==> config.mk <==
export PLATFORM = sky130hd
export DESIGN_NAME = instr_encoder_loader
export DESIGN_NICKNAME = d
export VERILOG_FILES = /design/src/rtl/rv_enc_pkg.sv /design/src/rtl/instr_word_encoder.sv /design/src/rtl/instr_encoder_loader.sv
export SDC_FILE = /design/constraint.sdc
export NUM_CORES = 1
export LEC_CHECK = 0
export CAP_MARGIN = 20
export CORE_ASPECT_RATIO = 1.1
export CORE_UTILIZATION = 35
export DETAILED_ROUTE_END_ITERATION = 16
export DONT_BUFFER_PORTS = 1
export PLACE_DENSITY = 0.56
export SLEW_MARGIN = 30
export SYNTH_ARGS = -nofsm -noshare
export SYNTH_HDL_FRONTEND = slang
export SYNTH_HIERARCHICAL = 1
export SYNTH_SLANG_ARGS = --single-unit
==> constraint.sdc <==
create_clock -name clk -period 3.1 [get_ports clk]
set_input_delay 0.62 -clock clk [delete_from_list [all_inputs] [get_ports clk]]
set_output_delay 0.62 -clock clk [all_outputs]
set_load 0.1 [all_outputs]
==> src/rtl/rv_enc_pkg.sv <==
// Shared encodings for the RV32I instruction loader: request op codes, opcode/funct fields,
// immediate range limits and loader FSM states.
package rv_enc_pkg;

    typedef enum logic [4:0] {
        OpAdd   = 5'd0,
        OpSub   = 5'd1,
        OpSll   = 5'd2,
        OpSlt   = 5'd3,
        OpSltu  = 5'd4,
        OpXor   = 5'd5,
        OpSrl   = 5'd6,
        OpSra   = 5'd7,
        OpOr    = 5'd8,
        OpAnd   = 5'd9,
        OpAddi  = 5'd10,
        OpSlti  = 5'd11,
        OpSltiu = 5'd12,
        OpXori  = 5'd13,
        OpOri   = 5'd14,
        OpAndi  = 5'd15,
        OpBeq   = 5'd16,
        OpJal   = 5'd17
    } enc_op_t;

    typedef enum logic [2:0] {FmtR, FmtI, FmtB, FmtJ, FmtBad} enc_fmt_e;

    typedef enum logic [1:0] {StIdle, StWrite, StPad, StDone} loader_state_e;

    localparam logic [6:0] OpcOp     = 7'b0110011;
    localparam logic [6:0] OpcOpImm  = 7'b0010011;
    localparam logic [6:0] OpcBranch = 7'b1100011;
    localparam logic [6:0] OpcJal    = 7'b1101111;

    localparam logic [2:0] F3AddSub = 3'b000;
    localparam logic [2:0] F3Sll    = 3'b001;
    localparam logic [2:0] F3Slt    = 3'b010;
    localparam logic [2:0] F3Sltu   = 3'b011;
    localparam logic [2:0] F3Xor    = 3'b100;
    localparam logic [2:0] F3SrlSra = 3'b101;
    localparam logic [2:0] F3Or     = 3'b110;
    localparam logic [2:0] F3And    = 3'b111;
    localparam logic [2:0] F3Beq    = 3'b000;

    localparam logic [6:0] F7Base = 7'b0000000;
    localparam logic [6:0] F7Alt  = 7'b0100000;

    localparam logic [31:0] NopWord = 32'h0000_0013;

    localparam int ImmIMin = -2048;
    localparam int ImmIMax = 2047;
    localparam int ImmBMin = -4096;
    localparam int ImmBMax = 4094;
    localparam int ImmJMin = -1048576;
    localparam int ImmJMax = 1048574;

endpackage

==> src/rtl/instr_word_encoder.sv <==
// Combinational RV32I encoder: request fields to machine word plus an illegal flag.
module instr_word_encoder
    import rv_enc_pkg::*;
(
    input  logic [4:0]  op_i,
    input  logic [4:0]  rd_i,
    input  logic [4:0]  rs1_i,
    input  logic [4:0]  rs2_i,
    input  logic [31:0] imm_i,
    output logic [31:0] word_o,
    output logic        illegal_o
);

    enc_fmt_e           fmt;
    logic [2:0]         f3;
    logic [6:0]         f7;
    logic signed [31:0] simm;

    assign simm = imm_i;

    always_comb begin
        fmt = FmtBad;
        f3  = 3'b000;
        f7  = F7Base;
        case (op_i)
            OpAdd:   begin fmt = FmtR; f3 = F3AddSub; end
            OpSub:   begin fmt = FmtR; f3 = F3AddSub; f7 = F7Alt; end
            OpSll:   begin fmt = FmtR; f3 = F3Sll;    end
            OpSlt:   begin fmt = FmtR; f3 = F3Slt;    end
            OpSltu:  begin fmt = FmtR; f3 = F3Sltu;   end
            OpXor:   begin fmt = FmtR; f3 = F3Xor;    end
            OpSrl:   begin fmt = FmtR; f3 = F3SrlSra; end
            OpSra:   begin fmt = FmtR; f3 = F3SrlSra; f7 = F7Alt; end
            OpOr:    begin fmt = FmtR; f3 = F3Or;     end
            OpAnd:   begin fmt = FmtR; f3 = F3And;    end
            OpAddi:  begin fmt = FmtI; f3 = F3AddSub; end
            OpSlti:  begin fmt = FmtI; f3 = F3Slt;    end
            OpSltiu: begin fmt = FmtI; f3 = F3Sltu;   end
            OpXori:  begin fmt = FmtI; f3 = F3Xor;    end
            OpOri:   begin fmt = FmtI; f3 = F3Or;     end
            OpAndi:  begin fmt = FmtI; f3 = F3And;    end
            OpBeq:   begin fmt = FmtB; f3 = F3Beq;    end
            OpJal:   begin fmt = FmtJ; end
            default: fmt = FmtBad;
        endcase
    end

    always_comb begin
        word_o    = 32'h0;
        illegal_o = 1'b0;
        unique case (fmt)
            FmtR: word_o = {f7, rs2_i, rs1_i, f3, rd_i, OpcOp};
            FmtI: begin
                word_o    = {imm_i[11:0], rs1_i, f3, rd_i, OpcOpImm};
                illegal_o = (simm < ImmIMin) || (simm > ImmIMax);
            end
            FmtB: begin
                word_o    = {imm_i[12], imm_i[10:5], rs2_i, rs1_i, f3, imm_i[4:1], imm_i[11],
                             OpcBranch};
                illegal_o = (simm < ImmBMin) || (simm > ImmBMax) || imm_i[0];
            end
            FmtJ: begin
                word_o    = {imm_i[20], imm_i[10:1], imm_i[11], imm_i[19:12], rd_i, OpcJal};
                illegal_o = (simm < ImmJMin) || (simm > ImmJMax) || imm_i[0];
            end
            default: illegal_o = 1'b1;
        endcase
    end

endmodule

==> src/rtl/instr_encoder_loader.sv <==
// Encodes instruction requests and writes them to sequential imem addresses, holding the core
// until loading finishes. Define ENC_NOP_PAD_EN to fill unused words with NOPs after the last.
module instr_encoder_loader
    import rv_enc_pkg::*;
#(
    parameter int unsigned ADDR_W = 8,
    parameter int unsigned DEPTH  = 64
) (
    input  logic              clk,
    input  logic              rst_n,
    input  logic              req_valid,
    output logic              req_ready,
    input  logic [4:0]        req_op,
    input  logic [4:0]        req_rd,
    input  logic [4:0]        req_rs1,
    input  logic [4:0]        req_rs2,
    input  logic [31:0]       req_imm,
    input  logic              req_last,
    input  logic              restart,
    output logic              imem_wr_en,
    output logic [ADDR_W-1:0] imem_addr,
    output logic [31:0]       imem_wr_data,
    output logic              load_done,
    output logic              core_hold,
    output logic              err_illegal
);

    // One extra pointer bit lets the pad loop observe "all DEPTH words written".
    localparam int unsigned   PtrW     = ADDR_W + 1;
    localparam logic [PtrW-1:0] LastPtr  = PtrW'(DEPTH - 1);
    localparam logic [PtrW-1:0] DepthPtr = PtrW'(DEPTH);

    loader_state_e     state_q, state_d;
    logic [PtrW-1:0]   wr_ptr_q, wr_ptr_d;
    logic              last_q, last_d;
    logic              wr_en_q, wr_en_d;
    logic [ADDR_W-1:0] addr_q, addr_d;
    logic [31:0]       data_q, data_d;
    logic              err_q, err_d;
    logic [31:0]       enc_word;
    logic              enc_illegal;

    instr_word_encoder u_encoder (
        .op_i      (req_op),
        .rd_i      (req_rd),
        .rs1_i     (req_rs1),
        .rs2_i     (req_rs2),
        .imm_i     (req_imm),
        .word_o    (enc_word),
        .illegal_o (enc_illegal)
    );

    always_comb begin
        state_d  = state_q;
        wr_ptr_d = wr_ptr_q;
        last_d   = last_q;
        wr_en_d  = 1'b0;
        addr_d   = addr_q;
        data_d   = data_q;
        err_d    = err_q;
        unique case (state_q)
            StIdle: begin
                if (req_valid) begin
                    if (enc_illegal) begin
                        err_d = 1'b1;
                        if (req_last) state_d = StDone;
                    end else begin
                        state_d = StWrite;
                        wr_en_d = 1'b1;
                        addr_d  = wr_ptr_q[ADDR_W-1:0];
                        data_d  = enc_word;
                        last_d  = req_last;
                    end
                end
            end
            StWrite: begin
                wr_ptr_d = wr_ptr_q + 1'b1;
                if (wr_ptr_q == LastPtr) begin
                    state_d = StDone;
                end else if (last_q) begin
`ifdef ENC_NOP_PAD_EN
                    state_d = StPad;
`else
                    state_d = StDone;
`endif
                end else begin
                    state_d = StIdle;
                end
            end
            StPad: begin
                if (wr_ptr_q < DepthPtr) begin
                    wr_en_d  = 1'b1;
                    addr_d   = wr_ptr_q[ADDR_W-1:0];
                    data_d   = NopWord;
                    wr_ptr_d = wr_ptr_q + 1'b1;
                end else begin
                    state_d = StDone;
                end
            end
            StDone: begin
                if (restart) begin
                    state_d  = StIdle;
                    wr_ptr_d = '0;
                    err_d    = 1'b0;
                end
            end
            default: state_d = StIdle;
        endcase
    end

    always_ff @(posedge clk or negedge rst_n) begin
        if (!rst_n) begin
            state_q  <= StIdle;
            wr_ptr_q <= '0;
            last_q   <= 1'b0;
            wr_en_q  <= 1'b0;
            addr_q   <= '0;
            data_q   <= '0;
            err_q    <= 1'b0;
        end else begin
            state_q  <= state_d;
            wr_ptr_q <= wr_ptr_d;
            last_q   <= last_d;
            wr_en_q  <= wr_en_d;
            addr_q   <= addr_d;
            data_q   <= data_d;
            err_q    <= err_d;
        end
    end

    assign req_ready    = (state_q == StIdle);
    assign load_done    = (state_q == StDone);
    assign core_hold    = (state_q != StDone);
    assign imem_wr_en   = wr_en_q;
    assign imem_addr    = addr_q;
    assign imem_wr_data = data_q;
    assign err_illegal  = err_q;

endmodule

==> impl_metrics.tcl, run 1 <==
set metrics [dict create \
    status "finished clean" \
    ys_types 57 \
    avgSynthCellArea_sq_um 8.97 \
    synth.most_common_cell "nand2_1" \
    dieArea_sq_um 9400 \
    die_w_um 92.6 \
    holdWs_ns 0.167 \
    cts_buffers 5 \
    crit_family "simple AND/OR/NAND/NOR gates" \
    crit_fanout 52 \
    grt_pass1_vias 2396 \
    yosys.area.top_type "dfrtp_1" \
    end_kind "register" \
    synth-seq-cells 54 \
    ys_async_sr_fraction_pct 100 \
    synth_mux_area_share_pct 3.84 \
    ys_warn_count 6 \
    hold_viol_final 0 \
    clockRootBuffer "clkbuf_8" \
    cts_resized 0 \
    p_per_area_nw_per_um2 1190 \
    maxCapViolCount 0 \
    dieHeight_um 102 \
    cts_sinks 54 \
    drc 0 \
    tritoncts "built" \
    p_int_mw 1.66 \
    gp_congestion 0.856 \
    slew_violations 0 \
    rows 35 \
    slew_headroom_pct 36.6 \
    synth-simple-area-share_pct 25.6 \
    diodes 0 \
    critPathLaunchType "primary input" \
    first_pass_iters 4 \
    via_count 2505 \
    finalNetCount 402 \
    r2r_slack_ns 1.06 \
    min_period_ns 2.60 \
    p_comb_share_pct 23.3 \
    clk_pin_slew_worst_paths_ns 0.10 \
    r2r_start "state_q[1]$_DFFE_PN0P_" \
    synth_edf_count 0 \
    grt_max_degree 55 \
    synth_seq_area_share_pct 42.8 \
    wl_mm 7.98 \
    overflow 0 \
    clockPowerShare_pct 14.5 \
    swShare_pct 58.9 \
    synth_top_family_by_area "simple AND/OR/NAND/NOR gates" \
    synth_commonest_cells "nand2_1, dfrtp_1, o21ai_0, nand2b_1, a22o_1" \
    synth_nets 410 \
    fin_crit_sh_pct 83.8 \
    clock_latency_ns 0.31 \
    synth_cells 352 \
    arrival_ns 2.79 \
    area_growth_pct 7.97 \
    wl_per_cell_um 17.5 \
    path_buf_inv 1 \
    rr_worst_depth 6 \
    drive_above_1_share_pct 12.2 \
    cp.required_ns 3.29 \
    htreeDepth 2 \
    slowest_stage "nor3b_1" \
    syn_area_sq_um 3160 \
    ant_nets 0 \
    power_leakage_nw 1.41 \
    hp-class "primary input to async pin" \
    initial_core_util_pct 36.8 \
    dp_hpwl_mm 5.92 \
    reg2reg_to "imem_wr_data[6]$_DFFE_PN0P_" \
    clockBufferDepth 2 \
    ios 102 \
    fin_worst_skew_ns 0.00988 \
    max_stage_delay_ns 0.38 \
    worst_slack_ns 0.501 \
    fmax_mhz 385 \
    place_ws_ns 0.187 \
    vias_per_cell 5.49 \
    io_buffers 0 \
    drt_iter0_markers 111 \
    synthAdderAreaFrac_pct 0.396 \
    grt_pass1_wl_mm 12.8 \
    max-vdd-ir-drop_mv 0.315 \
    finalSetupTns_ns 0 \
    tightest_slew_ns 0.951 \
    cpMostUsedCell "nand2_1" \
    crit_type "primary input to register" \
    antenna_found_initial 0 \
    synth_area_leaders "dfrtp_1, nand2_1, o21ai_0" \
    grt.total_usage_pct 17.4 \
    synth_ff_type "dfrtp_1" \
    p_switching_mw 2.38 \
    seq_power_share_pct 62.2 \
    yosysTopAreaCellShare_pct 42.8 \
    core_sq_um 8580 \
    synthXorXnorAreaFrac_pct 0.555 \
    setup_violations 0 \
    worstPathCellList "nor4_1 -> and3_1 -> nand3_1 -> o311ai_0 -> nand2_1 -> nor3b_1 -> o21ai_4 -> buf_12 -> nand2_1 -> o21ai_0" \
    synth-compound-area-share_pct 21.1 \
    rsz0062_at_grt "false" \
]
## cell families (layout without fill, tap and decap cells)
kind of cell / Yosys count / count (layout)
xor gates and xnor gates: 2 / 2
DFF: 54 / 54
AOI/OAI and AO/OA: 100 / 100
buffers and inverters: 33 / 26
and+or+nand+nor: 152 / 152
muxes: 10 / 10
adders and majority gates: 1 / 1
## layout by cell type, fill, tap and decap left out, types with 4 or more instances in the layout
master / Yosys / routed
a21oi_1: 14 / 14
nand2_1: 56 / 56
and2_1: 8 / 8
mux2_2: 5 / 5
or3_1: 4 / 4
nand2b_1: 31 / 31
buf_4: 2 / 8
nor4_1: 5 / 5
a22o_1: 15 / 15
nand3_1: 6 / 6
clkbuf_8: 1 / 6
inv_1: 6 / 6
o21ai_0: 42 / 42
nor2_1: 12 / 11
nand4_1: 8 / 8
nor2_2: 3 / 4
dfrtp_1: 54 / 54
and3_1: 4 / 4
## power by group through the flow
stage | logic, mW | clock network, mW | registers [mW]
global placement | 0.913 | 0 | 2.53
floorplan | 0.849 | 0 | 2.40
finish | 0.941 | 0.584 | 2.51
CTS | 0.950 | 0.594 | 2.52
global route | 1.06 | 0.621 | 2.56
detailed placement | 0.931 | 0 | 2.54
## through the flow
stage                     std cells  power [mW]  area (sq um)  util (%)
after floorplan                 352        3.25          3160         -
after global placement          447        3.44          3240      37.7
after detailed placement        447        3.47          3240      37.7
after CTS                       456        4.07          3410      39.7
after global routing            456        4.24          3410      39.7
final                           456        4.04          3410      39.7
## layout make-up
cell class | count | area (sq um)
repair buffers | 10 | 108
fillers | 892 | 5170
inverters | 8 | 30.0
flip-flops and latches | 54 | 1350
multi-input cells | 265 | 1640
clock inverters | 2 | 60.1
clock buffers | 6 | 82.6
well taps | 111 | 139
## sequential cells by signal, indices dropped and copies added, names as in the netlist
register and cells:
wr_ptr_q 9, imem_addr 8, state_q 2, last_q 1, imem_wr_data 32, imem_wr_en 1, err_illegal 1
## layer usage
layer  routed length [um]  up-vias  track usage [%]
met5                    0        -                0
met4                   60        0             3.61
met3                  701        4             6.16
met2                 3670      101             27.8
met1                 3540     1170             22.9
li1                     -     1230                -
## worst reg2reg max path: stages (launching register included)
cell and delay, ns:
dfrtp_1 0.55, buf_4 0.30, nor3b_1 0.11, o21ai_4 0.52, buf_12 0.30, nand2_1 0.08
o21ai_0 0.11
## how the worst max path moves through the flow
stage                            from                           end  slack (ns)  cells after the start
after global placement    req_imm[25]   imem_wr_data[7]$_DFFE_PN0P_        0.24                     10
after CTS                 req_imm[20]  imem_wr_data[19]$_DFFE_PN0P_        0.53                     10
final                     req_imm[20]   imem_wr_data[6]$_DFFE_PN0P_        0.50                     10
after floorplan             req_op[1]      imem_addr[3]$_DFFE_PN0P_        0.43                     12
after global routing      req_imm[20]  imem_wr_data[11]$_DFFE_PN0P_        0.29                     10
after detailed placement  req_imm[20]  imem_wr_data[13]$_DFFE_PN0P_        0.19                     10
## what timing repair did
item | 4_1_cts | 5_1_grt
endpoints found under the hold margin | 54 | 0
hold buffers | 1 | 0
buffers inserted | 0 | 0
(Power assumes the default switching activity.)
==> run 2: changes to the inputs <==
--- a/config.mk
+++ b/config.mk
@@ -10,7 +10,7 @@
 export CORE_UTILIZATION = 35
 export DETAILED_ROUTE_END_ITERATION = 16
 export DONT_BUFFER_PORTS = 1
-export PLACE_DENSITY = 0.56
+export PLACE_DENSITY = 0.58
 export SLEW_MARGIN = 30
 export SYNTH_ARGS = -nofsm -noshare
 export SYNTH_HDL_FRONTEND = slang
==> constraint.sdc (replaced) <==
create_clock -name clk -period 2.35 [get_ports clk]
set_input_delay 0.47 -clock clk [delete_from_list [all_inputs] [get_ports clk]]
set_output_delay 0.47 -clock clk [all_outputs]
set_load 0.1 [all_outputs]
==> run 2 against run 1 <==
Cell count rose by 8.8%; clock skew shrank 0.0022 ns; critical path type unchanged; highest routed layer unchanged; critical endpoint is now imem_wr_data[19]$_DFFE_PN0P_; largest cell class unchanged; register-to-register slack got worse by 0.51 ns.
==> impl_metrics.tcl, run 2 (synthesis gave the netlist of run 1 again) <==
set metrics [dict create \
    status "finished clean" \
    crit_fanout 36 \
    vias_per_cell 5.36 \
    hold_viol_final 0 \
    tightest_slew_ns 0.927 \
    rsz0062_at_grt "false" \
    dp.cells 487 \
    clockBufferDepth 2 \
    initial_core_util_pct 36.8 \
    largest_reg_flops 32 \
    grt.total_usage_pct 17.3 \
    core_sq_um 8580 \
    finalSetupTns_ns 0 \
    fmax_mhz 478 \
    r2r_slack_ns 0.55 \
    worst_slack_ns 0.260 \
    drt_iter0_markers 93 \
    die_w_um 92.6 \
    setup_violations 0 \
    clockPowerShare_pct 9.9 \
    finalNetCount 442 \
    final_common_cell "nand2_1" \
    dieArea_sq_um 9400 \
    layout_common_cells "nand2_1, dfrtp_1, buf_4" \
    wl_mm 7.94 \
    htreeDepth 2 \
    hp-class "primary input to async pin" \
    r2r_start "wr_ptr_q[6]$_DFFE_PN0P_" \
    p_comb_share_pct 56.6 \
    fin_crit_sh_pct 88.9 \
    min_period_ns 2.09 \
    cts_buffers 5 \
    end_kind "register" \
    max-vdd-ir-drop_mv 0.357 \
    crit_start "req_imm[20]" \
    clock_latency_ns 0.30 \
    p_switching_mw 3.17 \
    final.fill_count 888 \
    stdcell_count 496 \
    ant_nets 0 \
    holdWs_ns 0.0237 \
    area_growth_pct 16.3 \
    grt_max_degree 55 \
    via_count 2661 \
    swShare_pct 58.3 \
    cp.required_ns 2.53 \
    fin_worst_skew_ns 0.00773 \
    p_int_mw 2.26 \
    p_per_area_nw_per_um2 1480 \
    gp_congestion 0.813 \
    dp_hpwl_mm 5.94 \
    tritoncts "built" \
    dieHeight_um 102 \
    critPathLaunchType "primary input" \
    final_util_pct 42.8 \
    cts_sinks 54 \
    maxCapViolCount 0 \
    grt_pass1_wl_mm 12.7 \
    design_area_sq_um 3670 \
    clockRootBuffer "clkbuf_8" \
    antenna_found_initial 0 \
    first_pass_iters 4 \
    ios 102 \
    clk_pin_slew_worst_paths_ns 0.09 \
    p_total_mw 5.43 \
    slew_violations 0 \
    placed_cell_area_sq_um 3540 \
    crit_type "primary input to register" \
    io_buffers 0 \
    rows 35 \
    wl_per_cell_um 16.0 \
    overflow 0 \
    drc 0 \
    power_leakage_nw 1.59 \
    grt_pass1_vias 2550 \
    seq_power_share_pct 33.5 \
    place_ws_ns -0.143 \
    slew_headroom_pct 38.2 \
    arrival_ns 2.27 \
    diodes 0 \
    drive_above_1_share_pct 21.8 \
]
==> run 2: worst max-delay path, cell delays in order <==
cell and delay, ns:
nor4_1 0.28, and3_1 0.22, nand3_1 0.09, o311ai_1 0.24, nand2_1 0.14, nor3b_2 0.26
o21ai_4 0.18, buf_12 0.23, nand2_1 0.07, o21ai_0 0.08
==> run 2: area by class of cell <==
type	count	area, sq um	share of cell area [%]
inverter	8	30.0	0.818
clock inverter	1	5.00	0.136
multi-input combinational	265	1650	45.0
tap	111	139	3.78
sequential	54	1350	36.8
clock buffer	7	86.3	2.35
timing repair buffer	50	408	11.1
==> run 2: power by group through the flow <==
stage                     Combinational [mW]  Sequential (mW)  Clock [mW]
after detailed placement                3.07             1.84           0
after floorplan                         1.13             3.17           0
after global placement                  3.04             1.83           0
final                                   3.07             1.82       0.536
after CTS                               3.10             1.82       0.556
after global routing                    3.26             1.86       0.598
==> run 2: worst paths after layout <==
kind | to | cells past startpoint
setup / recovery | imem_wr_data[19]$_DFFE_PN0P_ | 10
hold / removal | imem_wr_data[5]$_DFFE_PN0P_ | 1
setup reg to reg | imem_wr_data[19]$_DFFE_PN0P_ | 5
hold reg to reg | imem_wr_data[31]$_DFFE_PN0P_ | 2
max in group asynchronous | imem_wr_data[26]$_DFFE_PN0P_ | 1
min in group clk | last_q$_DFFE_PN0P_ | 1
==> run 2: per-layer routing <==
layer	vias up	track usage, %	routed length, um
met5	-	0	0
li1	1314	-	-
met2	85	29.3	3740
met4	0	4.45	91
met3	6	4.88	540
met1	1256	21.8	3570
==> run 2: timing repair <==
item / 4_1_cts / 5_1_grt
gates resized for setup: 0 / 2
hold buffers: 1 / 0
hold endpoints to repair: 54 / 0
endpoints found under the setup margin: 0 / 32
buffers inserted: 0 / 0
==> patch (settings of run 1) <==
Add a define of `ENC_NOP_PAD_EN`.
--- a/src/rtl/instr_encoder_loader.sv
+++ b/src/rtl/instr_encoder_loader.sv
@@ -2,2 +2,4 @@
 // until loading finishes. Define ENC_NOP_PAD_EN to fill unused words with NOPs after the last.
+`define ENC_NOP_PAD_EN
+
 module instr_encoder_loader
Behaviour: not the same (Yosys sat finds a counterexample within 4 cycles, from zero or initial values and one cycle with rst_n low).
==> patch against run 1 <==
  * Hold slack better by 0.0034 ns
  * Utilization is essentially flat
  * Routed wire length fell by 1.6%
  * Critical endpoint is now imem_addr[4]
  * Register-to-register slack got worse by 0.14 ns
  * Sequential share of layout area grew 2.4 points
  * Setup slack worse by 0.078 ns
  * Design area down 5.8%
  * Sequential cell count stayed put
  * Largest power group unchanged
  * Critical path type unchanged
  * Maximum frequency down 2.9%
  * Synthesized area is 5.6% lower
  * Power is 28% lower
==> patch: results <==
metrics = {
    "final_layout": {
        "largest_reg_flops": 32,
        "fill_cells": 829,
        "fin_nets": 394,
        "drive_gt1_frac": 0.119,
    },
    "clocking": {
        "insertion_delay_ns": 0.31,
        "htree_levels": 2,
        "numCtsBuffers": 5,
        "post_cts_buffers": 0,
    },
    "drt": {
        "via_per_inst": 5.60,
        "met1Wirelength_mm": 3.43,
        "top_layer": "met4",
        "met2WireLength_mm": 3.72,
        "first_pass_iters": 4,
        "drtIter0Drc": 158,
        "drt_wl_total_mm": 7.85,
        "wl_met3_um": 628,
    },
    "logic_synthesis": {
        "yosys.area_share.xor_xnor": 0,
        "syn_nets": 400,
        "ys_types": 46,
        "synth_adder_area_share": 0.00420,
        "synth_compound_area_frac": 0.166,
        "synth_area_leaders": "dfrtp_1 (45%), nand2_1 (11%), nand3_1 (5.5%), a22o_1 (4.4%), a21oi_1 (3.0%)",
        "synthTopCellsByCount": "nand2_1 (90), dfrtp_1 (54), nand3_1 (33)",
        "synth_edf_count": 0,
        "synthMuxAreaShare": 0.0302,
        "synth-seq-area-share": 0.453,
    },
    "critical_path": {
        "cp_slowest_cell": "nor4_1",
        "critical_path_arrival_ns": 2.87,
        "slowest_delay_ns": 0.45,
        "cp_max_fo": 19,
        "r2r_slack_ns": 0.92,
    },
    "power_and_ir_drop": {
        "peakVddDrop_mv": 0.259,
        "leakage_nw": 1.49,
    },
    "timing": {
        "tightest_slew_ns": 0.945,
        "skew_ns": 0.00673,
        "whs_ns": 0.170,
    },
    "placed_design": {
        "port_buffers": 0,
        "place_hpwl_mm": 5.86,
        "gp_congestion": 0.833,
    },
    "grt": {
        "grt_max_degree": 55,
        "grt_pass1_vias": 2307,
        "track_usage": 0.180,
        "grt_pass1_wl_mm": 12.6,
        "antenna_found_initial": 0,
    },
    "outcome": {
        "status": "finished, final reports clean",
    },
}
[patch: cell types whose count changed after synthesis, sizes merged, moves of 3 or more]
cell    delta
a21oi      +5
nand2     +34
nand2b    -28
nand3     +27
nor2       -3
o21ai     -29
or3        +3
[patch: cell families (layout without fill, tap and decap cells)]
group	Yosys count	count (layout)
AND/OR/NAND/NOR	181	181
flip-flops	54	54
buffers and inverters	28	23
adder cells (fa/ha/maj)	1	1
AO/OA/AOI/OAI	70	70
multiplexers	8	8
[patch: path summary, 6_finish.rpt]
path,start,end,cells after the start
worst max register to register,state_q[0],wr_ptr_q[0],5
worst min register to register,last_q,last_q,1
min in group clk,req_last,last_q,1
worst max-delay path,req_imm[15],imem_addr[4],9
worst min-delay path,rst_n,imem_wr_en,1
max in group asynchronous,rst_n,imem_wr_data[27],1
[patch: layer usage]
layer,vias to the layer above,global-route usage
li1,1195,-
met1,1198,0.233
met2,93,0.291
met5,-,0
met4,0,0.0447
met3,8,0.0602
[patch: through the flow]
stage	setup WS [ns]	area, sq um	power (mW)	cells	utilization
detailed placement	0.132	3080	2.46	436	0.381
floorplan	0.251	2980	2.24	342	-
finish	0.423	3210	2.92	445	0.397
CTS	0.459	3210	2.95	445	0.397
global placement	0.187	3050	2.39	434	0.377
global route	0.317	3210	3.07	445	0.397
[patch: area by class of cell]
class	count	area, sq um	area share
clock inverters	1	30.0	0.00935
multi-input cells	260	1490	0.465
flip-flops and latches	54	1350	0.421
repair buffers	9	103	0.0320
well taps	108	135	0.0421
clock buffers	7	76.3	0.0238
inverters	6	22.5	0.00701
[patch: where the power goes]
part,internal (mW),switching (mW),total [mW],leakage [nW]
registers,0.821,0.787,1.61,0.725
logic,0.278,0.565,0.843,0.712
clock network,0.242,0.224,0.466,0.0524
total,1.34,1.58,2.92,1.49
